===== config.mk =====
export PLATFORM = sky130hd
export DESIGN_NAME = call_stack
export DESIGN_NICKNAME = d
export VERILOG_FILES = /design/src/rtl/musa_pkg.sv /design/src/rtl/call_stack_mem.sv /design/src/rtl/call_stack.sv
export SDC_FILE = /design/constraint.sdc
export NUM_CORES = 1
export LEC_CHECK = 0
export ABC_CLOCK_PERIOD_IN_PS = 10100
export CORE_MARGIN = 3
export CORE_UTILIZATION = 56
export DETAILED_ROUTE_END_ITERATION = 10
export GPL_ROUTABILITY_DRIVEN = 0
export GPL_TIMING_DRIVEN = 0
export PLACE_DENSITY = 0.76
export SETUP_SLACK_MARGIN = 0.1
export SYNTH_ARGS = -nofsm -noshare
export SYNTH_HDL_FRONTEND = slang
export SYNTH_HIERARCHICAL = 1
export SYNTH_SLANG_ARGS = --single-unit

===== constraint.sdc =====
create_clock -name clk -period 10.1 [get_ports clk]
set_clock_uncertainty 0.1 [all_clocks]
set_input_delay 3.03 -clock clk [delete_from_list [all_inputs] [get_ports clk]]
set_output_delay 3.03 -clock clk [all_outputs]
set_load 0.02 [all_outputs]

===== src/rtl/musa_pkg.sv =====
// Shared definitions for the pipeline blocks: PC width, stack depth default,
// and the {push,pop} stack operation encoding.
package musa_pkg;
  localparam int PC_W      = 32;
  localparam int RAS_DEPTH = 8;

  typedef enum logic [1:0] {
    OP_NONE = 2'b00,
    OP_POP  = 2'b01,
    OP_PUSH = 2'b10,
    OP_REPL = 2'b11
  } stack_op_e;
endpackage


===== src/rtl/call_stack_mem.sv =====
// Return-address storage: DEPTH x ADDR_W registers, one synchronous write
// port and one asynchronous read port, deliberately without reset.
module call_stack_mem
  import musa_pkg::*;
#(
  parameter int DEPTH  = RAS_DEPTH,
  parameter int ADDR_W = PC_W,
  parameter int IDX_W  = $clog2(DEPTH)
) (
  input  logic              clk,
  input  logic              we_i,
  input  logic [IDX_W-1:0]  waddr_i,
  input  logic [ADDR_W-1:0] wdata_i,
  input  logic [IDX_W-1:0]  raddr_i,
  output logic [ADDR_W-1:0] rdata_o
);

  logic [ADDR_W-1:0] mem_q [DEPTH];

  // Entry write on a committed push or replace.
  always_ff @(posedge clk) begin
    if (we_i) begin
      mem_q[waddr_i] <= wdata_i;
    end
  end

  assign rdata_o = mem_q[raddr_i];

endmodule


===== src/rtl/call_stack.sv =====
// Hardware return-address stack: commits one push/pop/replace per rising
// edge of aux_push_pop and presents the registered top of stack on ret_addr.
module call_stack
  import musa_pkg::*;
#(
  parameter int DEPTH  = RAS_DEPTH,
  parameter int ADDR_W = PC_W,
  parameter int CNT_W  = $clog2(DEPTH + 1)
) (
  input  logic              clk,
  input  logic              reset,
  input  logic              push,
  input  logic              pop,
  input  logic              aux_push_pop,
  input  logic [ADDR_W-1:0] push_addr,
  input  logic              clr_err,
  output logic [ADDR_W-1:0] ret_addr,
  output logic [CNT_W-1:0]  depth,
  output logic              empty,
  output logic              full,
  output logic              overflow,
  output logic              underflow
);

  localparam int IDX_W = $clog2(DEPTH);

  logic              aux_q;
  logic [CNT_W-1:0]  depth_q, depth_d;
  logic [ADDR_W-1:0] ret_q, ret_d;
  logic              ovf_q, ovf_d;
  logic              unf_q, unf_d;

  logic              commit_s;
  logic              full_s;
  logic              empty_s;
  stack_op_e         op_s;
  logic              we_s;
  logic [IDX_W-1:0]  waddr_s;
  logic [IDX_W-1:0]  raddr_s;
  logic [ADDR_W-1:0] rdata_s;

  assign commit_s = aux_push_pop & ~aux_q;
  assign op_s     = stack_op_e'({push, pop});
  assign full_s   = (depth_q == CNT_W'(DEPTH));
  assign empty_s  = (depth_q == {CNT_W{1'b0}});
  // Entry below the current top; only consumed on a pop with depth >= 2.
  assign raddr_s  = IDX_W'(depth_q - CNT_W'(2));

  call_stack_mem #(
    .DEPTH  (DEPTH),
    .ADDR_W (ADDR_W),
    .IDX_W  (IDX_W)
  ) u_mem (
    .clk     (clk),
    .we_i    (we_s),
    .waddr_i (waddr_s),
    .wdata_i (push_addr),
    .raddr_i (raddr_s),
    .rdata_o (rdata_s)
  );

  // Next-state selection for pointer, top-of-stack and sticky flags.
  always_comb begin
    depth_d = depth_q;
    ret_d   = ret_q;
    ovf_d   = ovf_q & ~clr_err;
    unf_d   = unf_q & ~clr_err;
    we_s    = 1'b0;
    waddr_s = IDX_W'(depth_q);
    if (commit_s) begin
      case (op_s)
        OP_PUSH: begin
          if (!full_s) begin
            we_s    = 1'b1;
            depth_d = depth_q + CNT_W'(1);
            ret_d   = push_addr;
          end else begin
            ovf_d = 1'b1;
          end
        end
        OP_POP: begin
          if (!empty_s) begin
            depth_d = depth_q - CNT_W'(1);
            if (depth_q == CNT_W'(1)) begin
              ret_d = {ADDR_W{1'b0}};
            end else begin
              ret_d = rdata_s;
            end
          end else begin
            unf_d = 1'b1;
          end
        end
        OP_REPL: begin
          we_s  = 1'b1;
          ret_d = push_addr;
          if (!empty_s) begin
            waddr_s = IDX_W'(depth_q - CNT_W'(1));
          end else begin
            depth_d = CNT_W'(1);
          end
        end
        OP_NONE: begin
          depth_d = depth_q;
        end
        default: begin
          depth_d = depth_q;
        end
      endcase
    end else begin
      we_s = 1'b0;
    end
  end

  // State registers with asynchronous active-low reset; entries are not cleared.
  always_ff @(posedge clk or negedge reset) begin
    if (!reset) begin
      aux_q   <= 1'b0;
      depth_q <= {CNT_W{1'b0}};
      ret_q   <= {ADDR_W{1'b0}};
      ovf_q   <= 1'b0;
      unf_q   <= 1'b0;
    end else begin
      aux_q   <= aux_push_pop;
      depth_q <= depth_d;
      ret_q   <= ret_d;
      ovf_q   <= ovf_d;
      unf_q   <= unf_d;
    end
  end

  assign ret_addr  = ret_q;
  assign depth     = depth_q;
  assign empty     = empty_s;
  assign full      = full_s;
  assign overflow  = ovf_q;
  assign underflow = unf_q;

endmodule


==> results.json <==
{
  "crit_family": "buffers and inverters",
  "layout_common_cells": "edfxtp_1 (256), clkdlybuf4s50_1 (76), mux4_1 (40)",
  "final_common_cell": "edfxtp_1",
  "worstMarginPinSlew_ns": 0.977,
  "cp.required_ns": 10.24,
  "cts.sinks": 295,
  "overflow": 0,
  "post_cts_buffers": 0,
  "ir_drop_mv": 0.190,
  "post_cts_resized": 0,
  "finalNonFillerCells": 991,
  "dp_slack_ns": 3.35,
  "rsz0062_at_grt": "false",
  "synth_cells": 570,
  "fmaxAchievable_mhz": 159,
  "p_per_area_nw_per_um2": 253,
  "firstDrtPassIters": 5,
  "synth-edff-count": 256,
  "p_int_w": 0.00264,
  "synth_area_um2": 12100,
  "worstSkewPairLatency_ns": 0.53,
  "avgSynthCellArea_um2": 21.3,
  "dp_hpwl_um": 15900,
  "ys_ff_latch": 295,
  "die_h_um": 153,
  "htreeDepth": 1,
  "numCtsBuffers": 29,
  "vias_per_cell": 6.23,
  "core_um2": 21200,
  "tns_ns": 0,
  "place_area_um2": 13500,
  "finalNetCount": 737,
  "pwr-share-clk_pct": 28.3,
  "max_stage_delay_ns": 0.85,
  "grt_pass1_vias": 6514,
  "critPathArrivalTime_ns": 6.44,
  "synthArstFlopShare_pct": 13.2,
  "fp.dieW_um": 153,
  "start_util_pct": 57.3,
  "startpoint_type": "primary input",
  "syn_nets": 615,
  "drt_iter0_drc": 622,
  "ant_nets": 0,
  "cts_tree": "built",
  "worstSetupPathType": "primary input to flop",
  "p_switching_w": 0.00102,
  "status": "complete, no violations",
  "clk_path_buf_depth": 3,
  "hp-class": "flop to flop",
  "dp_cells": 936,
  "slew-limit-headroom_pct": 34.5,
  "cap_viol_max_count": 0,
  "drt-total-wl_um": 25400,
  "seq_power_share_pct": 40.2,
  "switching_share_pct": 27.9,
  "port_buffers": 77,
  "wire_per_inst_um": 25.6,
  "min_period_ns": 6.30,
  "grt_antenna_before_repair": 0,
  "cp-end-kind": "flop",
  "period_share_pct": 62.4,
  "setup_viol": 0,
  "clk_pin_slew_ns": 0.06,
  "power_frac_comb_pct": 31.6,
  "final_area_um2": 14500,
  "grt_pass1_wl_um": 39400,
  "yosysUniqueCellTypes": 45,
  "worst_slack_ns": 3.80,
  "grt_start_max_net_pins": 25,
  "critPathSlowestCell": "nor3_2",
  "vias": 6172,
  "critPathBufInv": 5,
  "ys.flop_type": "edfxtp_1",
  "p_leak_nw": 5.05,
  "slew_violations": 0,
  "synth-warning-count": 6,
  "crit_fanout": 10,
  "layout-drive-gt1-share_pct": 24.8,
  "ios": 78,
  "route.detailed.drc": 0,
  "die_area_um2": 23400,
  "yosysSeqAreaShare_pct": 71.5,
  "grtUsageTotal_pct": 21.8,
  "final_util_pct": 68.4,
  "postCtsHoldBufs": 0,
  "cp_cell_sequence": "clkdlybuf4s50_1, clkbuf_1, nand3b_1, nor3_1, xnor2_1, nor3_2, buf_6, buf_6, buf_8",
  "hold_viol": 0,
  "area_growth_pct": 19.4,
  "rows": 53,
  "cts-root-buf": "clkbuf_16",
  "cp_common_cell": "buf_6"
}
-- worst paths after layout --
kind | start | endpoint | slack (ns) | cells after the start
worst max register to register | depth[0] | u_mem/mem_q[4][28] | 6.08 | 11
worst max-delay path | push | u_mem/mem_q[4][28] | 3.80 | 9
worst min-delay path | ret_addr[4] | ret_addr[4] | 0.40 | 1
worst min register to register | ret_addr[4] | ret_addr[4] | 0.40 | 1
min in group asynchronous | reset | ret_addr[6] | 2.36 | 1
max in group asynchronous | reset | ret_addr[21] | 7.02 | 2
-- per-layer routing --
| metal | track usage [%] | wire [um] | up-vias |
|---|---|---|---|
| met4 | 4.50 | 412 | 0 |
| met1 | 32.2 | 10700 | 3214 |
| met5 | 0 | 0 | - |
| li1 | - | - | 2636 |
| met2 | 35.0 | 12400 | 273 |
| met3 | 4.05 | 1860 | 49 |
-- state kept, by name, indices dropped and copies added (netlist names) --
signal and count:
u_mem/mem_q 256, ret_addr 32, depth 4, aux_q 1
overflow 1, underflow 1
-- Yosys cell counts, types with 6 or more instances --
cell      number  share of area (%)
edfxtp_1     256                 63
mux4_1        40                8.7
dfrtp_1       39                8.1
mux2_2        34                3.2
a22o_1        32                2.3
mux2_4        30                3.7
mux4_2        24                4.5
buf_6         11                1.0
inv_1         11               0.34
buf_2         10               0.41
nor2_1         9               0.28
a21oi_1        7               0.29
ha_1           7               0.72
nand2b_1       6               0.31
-- area by class of cell --
class / instances / area (um2)
well taps: 275 / 344
fillers: 1270 / 6690
plain buffers: 33 / 224
clock inverters: 11 / 118
inverters: 11 / 41.3
multi-input cells: 231 / 3250
diodes: 1 / 2.50
flip-flops and latches: 295 / 8660
clock buffers: 43 / 818
repair buffers: 91 / 1010
-- power by group through the flow --
stage | clock, W | sequential [W] | combinational [W]
floorplan | 0 | 0.00155 | 0.000720
global placement | 0 | 0.00149 | 0.00111
detailed placement | 0 | 0.00149 | 0.00115
CTS | 0.00106 | 0.00147 | 0.00116
global route | 0.00111 | 0.00148 | 0.00122
finish | 0.00103 | 0.00147 | 0.00115
-- worst reg2reg max path, delay by kind of cell (launching register included) --
kind,cells,cell delay [ns]
DFF,1,0.58
xor gates and xnor gates,1,0.24
buffers and inverters,6,1.09
adders and majority gates,1,0.29
and+or+nand+nor,3,1.41
-- logic make-up after synthesis --
logic type | synth area share, %
xor+xnor | 0.0723
flops | 71.5
fa+ha+maj | 0.723
simple gates | 1.66
mux | 20.2
compound gates | 3.71
buf+inv | 2.19
-- metrics by stage --
step                      power [W]  hold WS [ns]
final                       0.00366         0.403
after detailed placement    0.00264         0.392
after floorplan             0.00227         0.510
after global placement      0.00260         0.393
after global routing        0.00381         0.419
after CTS                   0.00369         0.410
Power figures use the tool's default switching activity.
